**src/rtl/axi_lite_ctrl_regs.sv**
```systemverilog
// AXI4-Lite control/status register block for the TPC grid.
// Holds the per-TPC enable mask, pulses TPC start, tracks per-TPC completion
// and raises a level completion interrupt.
module axi_lite_ctrl_regs #(
  parameter int          NUM_TPC = 4,
  parameter int          ADDR_W  = 12,
  parameter logic [31:0] VERSION = 32'h0001_0000
) (
  input  logic               clk,
  input  logic               rst,
  input  logic [ADDR_W-1:0]  s_axi_ctrl_awaddr,
  input  logic               s_axi_ctrl_awvalid,
  output logic               s_axi_ctrl_awready,
  input  logic [31:0]        s_axi_ctrl_wdata,
  input  logic [3:0]         s_axi_ctrl_wstrb,
  input  logic               s_axi_ctrl_wvalid,
  output logic               s_axi_ctrl_wready,
  output logic [1:0]         s_axi_ctrl_bresp,
  output logic               s_axi_ctrl_bvalid,
  input  logic               s_axi_ctrl_bready,
  input  logic [ADDR_W-1:0]  s_axi_ctrl_araddr,
  input  logic               s_axi_ctrl_arvalid,
  output logic               s_axi_ctrl_arready,
  output logic [31:0]        s_axi_ctrl_rdata,
  output logic [1:0]         s_axi_ctrl_rresp,
  output logic               s_axi_ctrl_rvalid,
  input  logic               s_axi_ctrl_rready,
  output logic [NUM_TPC-1:0] tpc_enable,
  output logic [NUM_TPC-1:0] tpc_start,
  input  logic [NUM_TPC-1:0] tpc_busy,
  input  logic [NUM_TPC-1:0] tpc_done,
  output logic               irq
);

  localparam int AW = ADDR_W - 2;
  localparam logic [AW-1:0] W_CTRL     = AW'(0);
  localparam logic [AW-1:0] W_STATUS   = AW'(1);
  localparam logic [AW-1:0] W_IRQ_PEND = AW'(2);
  localparam logic [AW-1:0] W_IRQ_EN   = AW'(3);
  localparam logic [AW-1:0] W_VERSION  = AW'(4);
  localparam logic [1:0]    RESP_OKAY   = 2'b00;
  localparam logic [1:0]    RESP_SLVERR = 2'b10;

  logic              aw_held;
  logic [ADDR_W-1:0] aw_addr_q;
  logic              w_held;
  logic [31:0]       w_data_q;
  logic [3:0]        w_strb_q;
  logic              bvalid_q;
  logic [1:0]        bresp_q;
  logic              rvalid_q;
  logic [31:0]       rdata_q;
  logic [1:0]        rresp_q;

  logic [NUM_TPC-1:0] enable_q;
  logic [NUM_TPC-1:0] start_q;
  logic [NUM_TPC-1:0] done_q;
  logic               run_q;
  logic               pend_q;
  logic               irq_en_q;

  logic              aw_fire, w_fire, ar_fire, commit;
  logic [ADDR_W-1:0] wr_addr;
  logic [31:0]       wr_data;
  logic [3:0]        wr_strb;
  logic [AW-1:0]     wr_word, rd_word;
  logic              wr_ok, wr_ctrl, start_go, pend_clr, done_all;
  logic [NUM_TPC-1:0] new_en;
  logic [31:0]       rd_val;
  logic [1:0]        rd_resp;
  logic              unused_bits;

  // Channel readiness: held low during reset and while a slot or response is occupied.
  always_comb begin
    s_axi_ctrl_awready = ~rst & ~aw_held & ~bvalid_q;
    s_axi_ctrl_wready  = ~rst & ~w_held & ~bvalid_q;
    s_axi_ctrl_arready = ~rst & ~rvalid_q;
  end

  // Write-side decode: merge latched and arriving AW/W, compute register side effects.
  always_comb begin
    aw_fire  = s_axi_ctrl_awvalid & s_axi_ctrl_awready;
    w_fire   = s_axi_ctrl_wvalid & s_axi_ctrl_wready;
    ar_fire  = s_axi_ctrl_arvalid & s_axi_ctrl_arready;
    commit   = (aw_held | aw_fire) & (w_held | w_fire);
    wr_addr  = aw_held ? aw_addr_q : s_axi_ctrl_awaddr;
    wr_data  = w_held ? w_data_q : s_axi_ctrl_wdata;
    wr_strb  = w_held ? w_strb_q : s_axi_ctrl_wstrb;
    wr_word  = wr_addr[ADDR_W-1:2];
    wr_ok    = (wr_word == W_CTRL) || (wr_word == W_STATUS) || (wr_word == W_IRQ_PEND) ||
               (wr_word == W_IRQ_EN) || (wr_word == W_VERSION);
    wr_ctrl  = commit & (wr_word == W_CTRL);
    new_en   = (wr_ctrl & wr_strb[1]) ? wr_data[8 +: NUM_TPC] : enable_q;
    start_go = wr_ctrl & wr_strb[0] & wr_data[0] & (|new_en);
    pend_clr = commit & (wr_word == W_IRQ_PEND) & wr_strb[0] & wr_data[0];
    done_all = run_q & ((done_q & enable_q) == enable_q);
  end

  // Read mux over the current (pre-write) register state.
  always_comb begin
    rd_word = s_axi_ctrl_araddr[ADDR_W-1:2];
    rd_val  = '0;
    rd_resp = RESP_OKAY;
    case (rd_word)
      W_CTRL:     rd_val[8 +: NUM_TPC] = enable_q;
      W_STATUS: begin
        rd_val[0 +: NUM_TPC] = tpc_busy;
        rd_val[8 +: NUM_TPC] = done_q;
        rd_val[16]           = run_q;
      end
      W_IRQ_PEND: rd_val[0] = pend_q;
      W_IRQ_EN:   rd_val[0] = irq_en_q;
      W_VERSION:  rd_val    = VERSION;
      default:    rd_resp   = RESP_SLVERR;
    endcase
  end

  // Write channel: one-entry AW/W latches and the B response.
  always_ff @(posedge clk or posedge rst) begin
    if (rst) begin
      aw_held   <= 1'b0;
      aw_addr_q <= '0;
      w_held    <= 1'b0;
      w_data_q  <= '0;
      w_strb_q  <= '0;
      bvalid_q  <= 1'b0;
      bresp_q   <= RESP_OKAY;
    end else begin
      if (commit) begin
        aw_held  <= 1'b0;
        w_held   <= 1'b0;
        bvalid_q <= 1'b1;
        bresp_q  <= wr_ok ? RESP_OKAY : RESP_SLVERR;
      end else begin
        if (aw_fire) begin
          aw_held   <= 1'b1;
          aw_addr_q <= s_axi_ctrl_awaddr;
        end
        if (w_fire) begin
          w_held   <= 1'b1;
          w_data_q <= s_axi_ctrl_wdata;
          w_strb_q <= s_axi_ctrl_wstrb;
        end
        if (bvalid_q && s_axi_ctrl_bready) bvalid_q <= 1'b0;
      end
    end
  end

  // Read channel: registered data/response held until rready.
  always_ff @(posedge clk or posedge rst) begin
    if (rst) begin
      rvalid_q <= 1'b0;
      rdata_q  <= '0;
      rresp_q  <= RESP_OKAY;
    end else if (ar_fire) begin
      rvalid_q <= 1'b1;
      rdata_q  <= rd_val;
      rresp_q  <= rd_resp;
    end else if (rvalid_q && s_axi_ctrl_rready) begin
      rvalid_q <= 1'b0;
    end
  end

  // Control state: enable mask, start pulse, sticky done, run tracking, interrupt.
  // A done pulse is OR-ed in after the start clear so set wins on the same bit;
  // likewise the pending set takes priority over a same-cycle W1C.
  always_ff @(posedge clk or posedge rst) begin
    if (rst) begin
      enable_q <= '0;
      start_q  <= '0;
      done_q   <= '0;
      run_q    <= 1'b0;
      pend_q   <= 1'b0;
      irq_en_q <= 1'b0;
    end else begin
      enable_q <= new_en;
      start_q  <= start_go ? new_en : '0;
      done_q   <= (done_q & ~(start_go ? new_en : '0)) | tpc_done;
      if (start_go)      run_q <= 1'b1;
      else if (done_all) run_q <= 1'b0;
      if (done_all)      pend_q <= 1'b1;
      else if (pend_clr) pend_q <= 1'b0;
      if (commit && (wr_word == W_IRQ_EN) && wr_strb[0]) irq_en_q <= wr_data[0];
    end
  end

  assign s_axi_ctrl_bvalid = bvalid_q;
  assign s_axi_ctrl_bresp  = bresp_q;
  assign s_axi_ctrl_rvalid = rvalid_q;
  assign s_axi_ctrl_rdata  = rdata_q;
  assign s_axi_ctrl_rresp  = rresp_q;
  assign tpc_enable        = enable_q;
  assign tpc_start         = start_q;
  assign irq               = pend_q & irq_en_q;
  assign unused_bits       = ^{wr_data, wr_strb, wr_addr[1:0], s_axi_ctrl_araddr[1:0]};

endmodule

```
**config.mk**
```make
export PLATFORM = sky130hd
export DESIGN_NAME = axi_lite_ctrl_regs
export DESIGN_NICKNAME = d
export VERILOG_FILES = /design/src/rtl/axi_lite_ctrl_regs.sv
export SDC_FILE = /design/constraint.sdc
export NUM_CORES = 1
export LEC_CHECK = 0
export ABC_CLOCK_PERIOD_IN_PS = 2400
export BUFFER_PORTS_ARGS = -buffer_cell sky130_fd_sc_hd__buf_2
export CAP_MARGIN = 20
export CORE_ASPECT_RATIO = 0.5
export CORE_UTILIZATION = 46
export CTS_CLUSTER_DIAMETER = 150
export CTS_CLUSTER_SIZE = 16
export DETAILED_ROUTE_END_ITERATION = 7
export PLACE_DENSITY = 0.8
export REMOVE_ABC_BUFFERS = 1
export SETUP_SLACK_MARGIN = 0.05
export SKIP_CTS_REPAIR_TIMING = 1
export SKIP_LAST_GASP = 1
export SYNTH_ARGS = -nofsm -noshare
export SYNTH_HDL_FRONTEND = slang
export SYNTH_SLANG_ARGS = --single-unit
```
**constraint.sdc**
```tcl
create_clock -name clk -period 2.4 [get_ports clk]
set_input_delay 0.48 -clock clk [delete_from_list [all_inputs] [get_ports clk]]
set_output_delay 0.48 -clock clk [all_outputs]
set_load 0.05 [all_outputs]
```
### After elaboration in Yosys (flattened, before gate mapping)

Index checks and enable logic that the tools add are counted.

* bits in registers: 58
* bits of input ports: 75
* output and inout port bits: 50
* word-level logic and storage cells: 99

* equality and inequality tests: 9
* muxes and demuxes: 23
* bitwise gates (word level): 31
* reduce and logical (&&, ||, !) cells: 20

Operator list (count)
* $eq 10x2->1 const B: 4
* $mux 12: 2
* $eq 10x1->1 const B: 2
* $eq 10x3->1 const B: 2
* $logic_not 10->1: 2
* $and 1x1->1: 19
* $mux 1: 12
* $reduce_bool 2->1: 6
* $and 4x4->4: 2
* $mux 4: 2
* $pmux 4 s2: 1
* $mux 2: 3
* $not 1->1: 6
* $reduce_or 5->1: 1
* $eq 4x4->1: 1
* $logic_and 1x1->1: 4
* $logic_or 1x1->1: 4
* $not 4->4: 1
* $or 4x4->4: 1
* $reduce_and 2->1: 2
* $reduce_or 4->1: 1
* $mux 3: 1
* $pmux 1 s3: 1
* $or 1x1->1: 2
* $pmux 1 s2: 1

### Logic depth before layout (Yosys ltp)

Gate-level depths: netlist of run 1.

* word-level depth: 15
* depth in mapped cells: 5
* gate-level depth less buffers: 4

### Least setup slack after synthesis of run 1

No wires, ideal clock.

* path kind: register to output
* start point: reg bvalid_q (netlist: s_axi_ctrl_bvalid)
* end point: out s_axi_ctrl_awready
* arrival: 1.785 ns
* required time: 1.920 ns
* slack: 0.135 ns
* cell stages (with the launch flop): 2
* buffers on the path: 0
* path through: dfrtp_1 > nor3_1

* cells in the longest elaborated chain, start to end: 2

RTL lines
* from (decl): line 49 `logic bvalid_q;`
* from (signal assigned): line 126 `bvalid_q <= 1'b0;`
* from (signal assigned): line 132 `bvalid_q <= 1'b1;`
* from (signal assigned): line 144 `if (bvalid_q && s_axi_ctrl_bready) bvalid_q <= 1'b0;`
* $not 1->1: line 75 `s_axi_ctrl_awready = ~rst & ~aw_held & ~bvalid_q;`
* $and 1x1->1: line 75
* to (decl): line 13 `output logic s_axi_ctrl_awready,`

No other way between the ends.

### Worst setup path after layout of run 1

* start point: reg aw_held
* end point: reg done_q[0]

* cells in the longest elaborated chain, start to end: 15
* elaborated cells between the ends (all ways): 19
* those cells by class: mux: 3; bitwise: 14; reduce/logical: 2

RTL lines
* from (decl): line 44 `logic aw_held;`
* from (signal assigned): line 121 `aw_held <= 1'b0;`
* from (signal assigned): line 130 `aw_held <= 1'b0;`
* from (signal assigned): line 136 `aw_held <= 1'b1;`
* $not 1->1: line 75
* $and 1x1->1 (2 in a row): line 75
* $and 1x1->1: line 82 `aw_fire = s_axi_ctrl_awvalid & s_axi_ctrl_awready;`
* $or 1x1->1: line 85 `commit = (aw_held | aw_fire) & (w_held | w_fire);`
* $and 1x1->1: line 85
* $and 1x1->1 *: line 92 `wr_ctrl = commit & (wr_word == W_CTRL);`
* $and 1x1->1: line 93 `new_en = (wr_ctrl & wr_strb[1]) ? wr_data[8 +: NUM_TPC] : enable_q;`
* $mux 4: line 93
* $reduce_or 4->1: line 94 `start_go = wr_ctrl & wr_strb[0] & wr_data[0] & (|new_en);`
* $and 1x1->1: line 94
* $mux 4 *: line 178 `done_q <= (done_q & ~(start_go ? new_en : '0)) | tpc_done;`
* $not 4->4 *: line 178
* $and 4x4->4 *: line 178
* $or 4x4->4 *: line 178
* to (signal assigned): line 178
* to (decl): line 57 `logic [NUM_TPC-1:0] done_q;`

Every way passes the cells marked *; elsewhere a longest branch is shown, timed or not.
A chain may end at the register's enable or synchronous reset.

==> results.sh, run 1 <==
export IMPL_groute_usage_overall_pct=17.7
export IMPL_antenna_violations_before_repair=0
export IMPL_clkLatencyLatePin_ns=0.30
export IMPL_min_path_type="in2async"
export IMPL_wirelength_um=4820
export IMPL_via_count_of_the_first_global_routing_pass=1720
export IMPL_port_buffers=66
export IMPL_layout_area_overhead_vs_synth_pct=15.5
export IMPL_regArea_um2=1180
export IMPL_final_period_minus_worst_setup_slack_ns=2.09
export IMPL_hold_viol_final=0
export IMPL_required_time_of_the_worst_setup_path_ns=2.56
export IMPL_rsz0062_at_grt="false"
export IMPL_fin_nets=367
export IMPL_cp_end_kind="register"
export IMPL_cp_slowest_stage_delay_ns=0.64
export IMPL_viasPerCell=5.01
export IMPL_critical_path_cell_chain="nor4b_2 > nand2_1 > a2111oi_4 > a31oi_1"
export IMPL_coreArea_um2=5130
export IMPL_start_util_pct=50.0
export IMPL_worst_r2r_endpoint="done_q[0]"
export IMPL_fmaxAchievable_ghz=0.478
export IMPL_synth_area_per_cell_um2=11.5
export IMPL_drt_iter0_drc=45
export IMPL_tritoncts_num_buffers=5
export IMPL_antenna_cells=0
export IMPL_power_leakage_uw=0.00146
export IMPL_fin_area_um2=2970
export IMPL_routed_via_count=1817
export IMPL_power_density_nw_per_um2=823
export IMPL_clockRootBuffer="sky130_fd_sc_hd__clkbuf_8"
export IMPL_final_setup_tns_ns=0
export IMPL_synth_async_reset_ratio_pct=100
export IMPL_cts_htree_levels=2
export IMPL_synth_edff_count=0
export IMPL_synth_yosys_warnings=0
export IMPL_layout_worst_path_cycle_share_pct=87.2
export IMPL_r2r_start="aw_held"
export IMPL_pin_count=125
export IMPL_setup_ws_ns=0.308
export IMPL_slew_headroom_pct=63.9
export IMPL_worst_r2r_cell_count=4
export IMPL_placed_cell_area_um2=2870
export IMPL_ys_ff_latch=47
export IMPL_cts_tree="yes"
export IMPL_total_area_of_multi_input_combinational_cells_um2=1210
export IMPL_drive_above_1_share_pct=36.2
export IMPL_gp_congestion=0.787
export IMPL_netlist_area_um2=2570
export IMPL_first_pass_grt_wire_length_um=7850
export IMPL_wl_per_instance_um=13.3
export IMPL_grt_remaining_overflow=0
export IMPL_postSynthCellCount=223
export IMPL_power_uw=2440
export IMPL_detailedPlacementHpwl_um=3860
export IMPL_core_rowCount=18
export IMPL_yosys_cell_types=43
export IMPL_synth_top_cell_area_share_pct=45.8
export IMPL_dp_slack_ns=0.306
export IMPL_synth_area_top_cells="sky130_fd_sc_hd__dfrtp_1 46%, sky130_fd_sc_hd__mux2_1 7.9%, sky130_fd_sc_hd__buf_4 7.6%"
export IMPL_cts_reportedPaths_clkPinSlew_ns=0.09
export IMPL_dieArea_um2=5900
export IMPL_pin_count_of_the_biggest_net_entering_global_routing=37
export IMPL_ff2ff_setup_slack_ns=0.31
export IMPL_layout_filler_cells=454
export IMPL_maxSlewViolCount=0
export IMPL_cell_taking_the_most_area_after_synthesis="sky130_fd_sc_hd__dfrtp_1"
export IMPL_drt_pass1_iter_count=4
export IMPL_cp_arrival_ns=2.25
export IMPL_worst_ir_drop_vdd_uv=331
export IMPL_timing_final_setup_violations=0
export IMPL_max_clock_path_buffers=2
export IMPL_clock_sinks=47
export IMPL_synth_ff_type="sky130_fd_sc_hd__dfrtp_1"
export IMPL_yosysSeqAreaShare_pct=45.8
export IMPL_final_core_utilization_pct=57.8
export IMPL_chip_height_um=54.8
export IMPL_die_width_um=108
export IMPL_post_route_drc_count=0
export IMPL_timing_worst_slew_pin_value_ns=0.541
export IMPL_timing_clock_skew_ns=0.00741
export IMPL_timing_critical_path_slowest_stage_cell="sky130_fd_sc_hd__a2111oi_4"
export IMPL_critical_path_startpoint_type="register"
export IMPL_max_cap_viol_count=0
export IMPL_timing_worst_setup_path_type="reg2reg"
export IMPL_result_of_the_run="finished, final reports clean"
export IMPL_drt_antenna_violating_nets=0
export IMPL_critical_path_peak_fanout=9
area by class of cell:
type | instances | share of cell area [%]
Clock buffer | 7 | 2.91
Clock inverter | 1 | 0.295
Inverter | 14 | 1.77
Multi-Input combinational cell | 156 | 40.8
Sequential cell | 47 | 39.6
Tap cell | 70 | 2.95
Timing Repair Buffer | 68 | 11.6
Yosys cell counts (4+ instances only):
library cell / count
sky130_fd_sc_hd__mux2i_1: 9
sky130_fd_sc_hd__nor2_1: 8
sky130_fd_sc_hd__and2_1: 5
sky130_fd_sc_hd__nor4_1: 5
sky130_fd_sc_hd__mux2_2: 17
sky130_fd_sc_hd__mux2_1: 18
sky130_fd_sc_hd__a22o_1: 4
sky130_fd_sc_hd__inv_1: 14
sky130_fd_sc_hd__o21ai_0: 9
sky130_fd_sc_hd__a31oi_1: 4
sky130_fd_sc_hd__nand2_1: 14
sky130_fd_sc_hd__dfrtp_1: 47
sky130_fd_sc_hd__a21oi_1: 4
sky130_fd_sc_hd__buf_4: 26
sky130_fd_sc_hd__nor3_1: 5
kinds of logic (layout without fill, tap and decap cells):
logic type             after synthesis  after routing  synth area share (%)
and+or+nand+nor                     53             53                  13.1
other                                1             25                 0.146
muxes                               45             45                  19.7
AOI/OAI and AO/OA                   33             33                  10.6
buffers and inverters               44             90                  10.6
DFF                                 47             47                  45.8
registers in the layout (all words and copies together) (netlist names):
| signal | cells |
|---|---|
| run_q | 1 |
| w_data_q | 5 |
| s_axi_ctrl_rdata | 9 |
| pend_q | 1 |
| s_axi_ctrl_bresp | 1 |
| done_q | 4 |
| tpc_enable | 4 |
| s_axi_ctrl_rresp | 1 |
| w_strb_q | 2 |
| irq_en_q | 1 |
| w_held | 1 |
| s_axi_ctrl_rvalid | 1 |
| aw_held | 1 |
| s_axi_ctrl_bvalid | 1 |
| aw_addr_q | 10 |
| tpc_start | 4 |
power breakdown:
group / switching (µW) / leakage, µW / total [µW] / internal, µW
clock: 259 / 0.0000484 / 495 / 236
combinational: 470 / 0.000824 / 795 / 325
sequential: 183 / 0.000586 / 1150 / 970
total: 911 / 0.00146 / 2440 / 1530
worst max-delay path by stage:
stage,start,to,cells past startpoint
floorplan,s_axi_ctrl_bvalid,s_axi_ctrl_awready,1
global placement,aw_held,done_q[2],4
detailed placement,aw_held,done_q[0],4
CTS,aw_held,done_q[0],4
global route,aw_held,done_q[0],4
finish,aw_held,done_q[0],4
cell usage in the layout (no fill, tap or decap), drive strengths merged, types with 2 or more instances in the layout:
cell type and count:
dfrtp 47, inv 14, a22o 4, and3 2, nor3b 2, a31oi 4
conb 25, nor3 5, nor2b 2, buf 68, nand3 2, mux2 35
nor4 8, nor2 8, a21oi 4, clkbuf 7, mux2i 10, nand2 15
o2bb2ai 2, and2 5, o21ai 10, nand3b 3, a2111oi 2
through the flow:
stage / hold WS [ns] / std cells
finish: 0.169 / 363
global route: 0.202 / 363
CTS: 0.173 / 363
detailed placement: 0.469 / 355
global placement: 0.464 / 355
floorplan: 0.465 / 217
worst max-delay path: cells and delay by family, from the launching register on:
family           cells  cell delay [ns]
flip-flops           1             0.59
AO/OA/AOI/OAI        2             0.82
AND/OR/NAND/NOR      2             0.53
layer usage:
metal	vias up	track usage [%]	share of wire (%)
li1	880	-	-
met1	885	21.5	46
met2	48	32.6	49
met3	4	3.93	4.4
met4	0	4.79	0.52
met5	-	0	0
(Power assumes the default switching activity.)
==> inputs of run 2 (changes only) <==
ABC_CLOCK_PERIOD_IN_PS = unset   (was 2400)
CELL_PAD_IN_SITES_DETAIL_PLACEMENT = 0   (was unset)
CELL_PAD_IN_SITES_GLOBAL_PLACEMENT = 1   (was unset)
CORE_UTILIZATION = 34   (was 46)
PLACE_DENSITY = unset   (was 0.8)
PLACE_DENSITY_LB_ADDON = 0.1   (was unset)
==> results.sh, run 2 (synthesis results as in run 1) <==
export IMPL_total_switching_power_uw=928
export IMPL_grt_use_met2_pct=22.1
export IMPL_dieArea_um2=7920
export IMPL_wirelength_um=5250
export IMPL_slew_headroom_pct=65.5
export IMPL_max_flop_register="aw_addr_q"
export IMPL_timing_final_setup_violations=0
export IMPL_fmaxAchievable_ghz=0.511
export IMPL_min_path_type="in2async"
export IMPL_max_clock_path_buffers=2
export IMPL_first_pass_grt_wire_length_um=8940
export IMPL_hold_viol_final=0
export IMPL_power_density_nw_per_um2=882
export IMPL_worst_r2r_cell_count=5
export IMPL_wl_per_instance_um=13.6
export IMPL_port_buffers=66
export IMPL_timing_critical_path_slowest_stage_cell="sky130_fd_sc_hd__dfrtp_1"
export IMPL_clkLatencyLatePin_ns=0.29
export IMPL_pin_count=125
export IMPL_use_met3_pct=4.67
export IMPL_critical_path_peak_fanout=8
export IMPL_grt_busiest_layer="met2"
export IMPL_gr_usage_met1_pct=20.2
export IMPL_detailedPlacementHpwl_um=4050
export IMPL_drt_antenna_violating_nets=0
export IMPL_hold_slack_ns=0.264
export IMPL_coreArea_um2=6990
export IMPL_final_period_minus_worst_setup_slack_ns=1.96
export IMPL_p_int_uw=1790
export IMPL_timing_clock_skew_ns=0.00683
export IMPL_r2r_start="aw_held"
export IMPL_grt_remaining_overflow=0
export IMPL_cts_htree_levels=2
export IMPL_fin_nets=369
export IMPL_switching_share_pct=34.1
export IMPL_drt_pass1_iter_count=7
export IMPL_cts_tree="yes"
export IMPL_power_frac_comb_pct=30.0
export IMPL_required_time_of_the_worst_setup_path_ns=2.58
export IMPL_layout_common_cells="66 x sky130_fd_sc_hd__buf_2, 47 x sky130_fd_sc_hd__dfrtp_1, 25 x sky130_fd_sc_hd__conb_1"
export IMPL_cp_slowest_stage_delay_ns=0.50
export IMPL_layout_filler_cells=665
export IMPL_largest_reg_flops=10
export IMPL_post_route_drc_count=22
export IMPL_cp_end_kind="register"
export IMPL_critical_path_startpoint_type="register"
export IMPL_routed_via_count=1807
export IMPL_portion_of_total_power_attributed_to_the_clock_network_pct=28.4
export IMPL_core_rowCount=21
export IMPL_ff2ff_setup_slack_ns=0.44
export IMPL_rsz0062_at_grt="false"
export IMPL_layout_worst_path_cycle_share_pct=81.6
export IMPL_critical_path_cell_chain="buf_4 > nor4_4 > nand2_2 > a211oi_4 > mux2_1"
export IMPL_chip_height_um=63.4
export IMPL_start_util_pct=36.7
export IMPL_final_common_cell="sky130_fd_sc_hd__buf_2"
export IMPL_pin_count_of_the_biggest_net_entering_global_routing=31
export IMPL_max_cap_viol_count=0
export IMPL_layout_area_overhead_vs_synth_pct=20.2
export IMPL_result_of_the_run="finished, violations left"
export IMPL_viasPerCell=4.68
export IMPL_worst_r2r_endpoint="tpc_enable[1]"
export IMPL_via_count_of_the_first_global_routing_pass=1769
export IMPL_antenna_cells=0
export IMPL_tritoncts_num_buffers=5
export IMPL_drive_above_1_share_pct=36.4
export IMPL_die_width_um=125
export IMPL_final_core_utilization_pct=44.1
export IMPL_gp_congestion=0.823
export IMPL_clockRootBuffer="sky130_fd_sc_hd__clkbuf_16"
export IMPL_groute_usage_overall_pct=14.7
export IMPL_final_setup_tns_ns=0
export IMPL_failed_checks="design-rule violations"
export IMPL_clock_sinks=47
export IMPL_drt_iter0_drc=103
export IMPL_timing_worst_setup_path_type="reg2reg"
export IMPL_maxSlewViolCount=0
export IMPL_timing_worst_slew_pin_value_ns=0.516
export IMPL_power_sequential_fraction_pct=41.6
export IMPL_worst_ir_drop_vdd_uv=486
export IMPL_cp_arrival_ns=2.13
export IMPL_cts_reportedPaths_clkPinSlew_ns=0.06
export IMPL_power_leakage_uw=0.00150
export IMPL_antenna_violations_before_repair=0
-- run 2: cell count changes in the layout (fill, tap and decap cells not counted) --
cell / previous run / this run
sky130_fd_sc_hd__bufinv_16: 0 / 1
sky130_fd_sc_hd__buf_12: 0 / 1
sky130_fd_sc_hd__clkbuf_8: 6 / 0
sky130_fd_sc_hd__clkbuf_16: 0 / 5
sky130_fd_sc_hd__buf_4: 2 / 3
sky130_fd_sc_hd__clkinv_4: 1 / 0
-- run 2: how the worst max path moves through the flow --
stage | from | end | slack, ns
2_1_floorplan | s_axi_ctrl_bvalid | s_axi_ctrl_awready | 0.13
3_3_place_gp | aw_held | irq_en_q | 0.42
3_5_place_dp | aw_held | tpc_enable[1] | 0.42
4_1_cts | aw_held | tpc_enable[1] | 0.41
5_1_grt | aw_held | done_q[1] | 0.32
6_report | aw_held | tpc_enable[1] | 0.44
-- run 2: routing by layer --
layer / wire [µm] / up-vias
met2: 2230 / 60
met5: 0 / -
met4: 65 / 0
met1: 2630 / 850
li1: - / 889
met3: 321 / 8
-- run 2: power groups by stage --
stage | sequential, µW | combinational (µW) | clock [µW]
after floorplan | 1200 | 547 | 0
after global placement | 1140 | 812 | 0
after detailed placement | 1150 | 823 | 0
after CTS | 1130 | 828 | 798
after global routing | 1160 | 889 | 828
final | 1130 | 816 | 772
-- run 2: worst max-delay path: cells and delay by family, from the launching register on --
kind | cells | cell delay [ns]
DFF | 1 | 0.50
and+or+nand+nor | 2 | 0.42
AOI/OAI and AO/OA | 1 | 0.36
muxes | 1 | 0.35
buffers and inverters | 1 | 0.22
-- run 2: cell type report --
| type | count | area [µm²] | area share (%) |
|---|---|---|---|
| sequential | 47 | 1180 | 38.1 |
| multi-input combinational | 156 | 1210 | 39.2 |
| timing repair buffer | 70 | 373 | 12.1 |
| clock buffer | 6 | 129 | 4.18 |
| clock inverter | 1 | 30.0 | 0.973 |
| inverter | 14 | 52.6 | 1.70 |
| tap | 92 | 115 | 3.73 |
-- run 2: per-stage QoR --
| stage | setup WS, ns | cells | instance area (µm²) | power (µW) |
|---|---|---|---|---|
| finish | 0.442 | 386 | 3090 | 2720 |
| global placement | 0.420 | 379 | 2930 | 1950 |
| global route | 0.322 | 386 | 3090 | 2880 |
| detailed placement | 0.420 | 379 | 2930 | 1970 |
| floorplan | 0.135 | 217 | 2440 | 1750 |
| CTS | 0.412 | 386 | 3090 | 2760 |
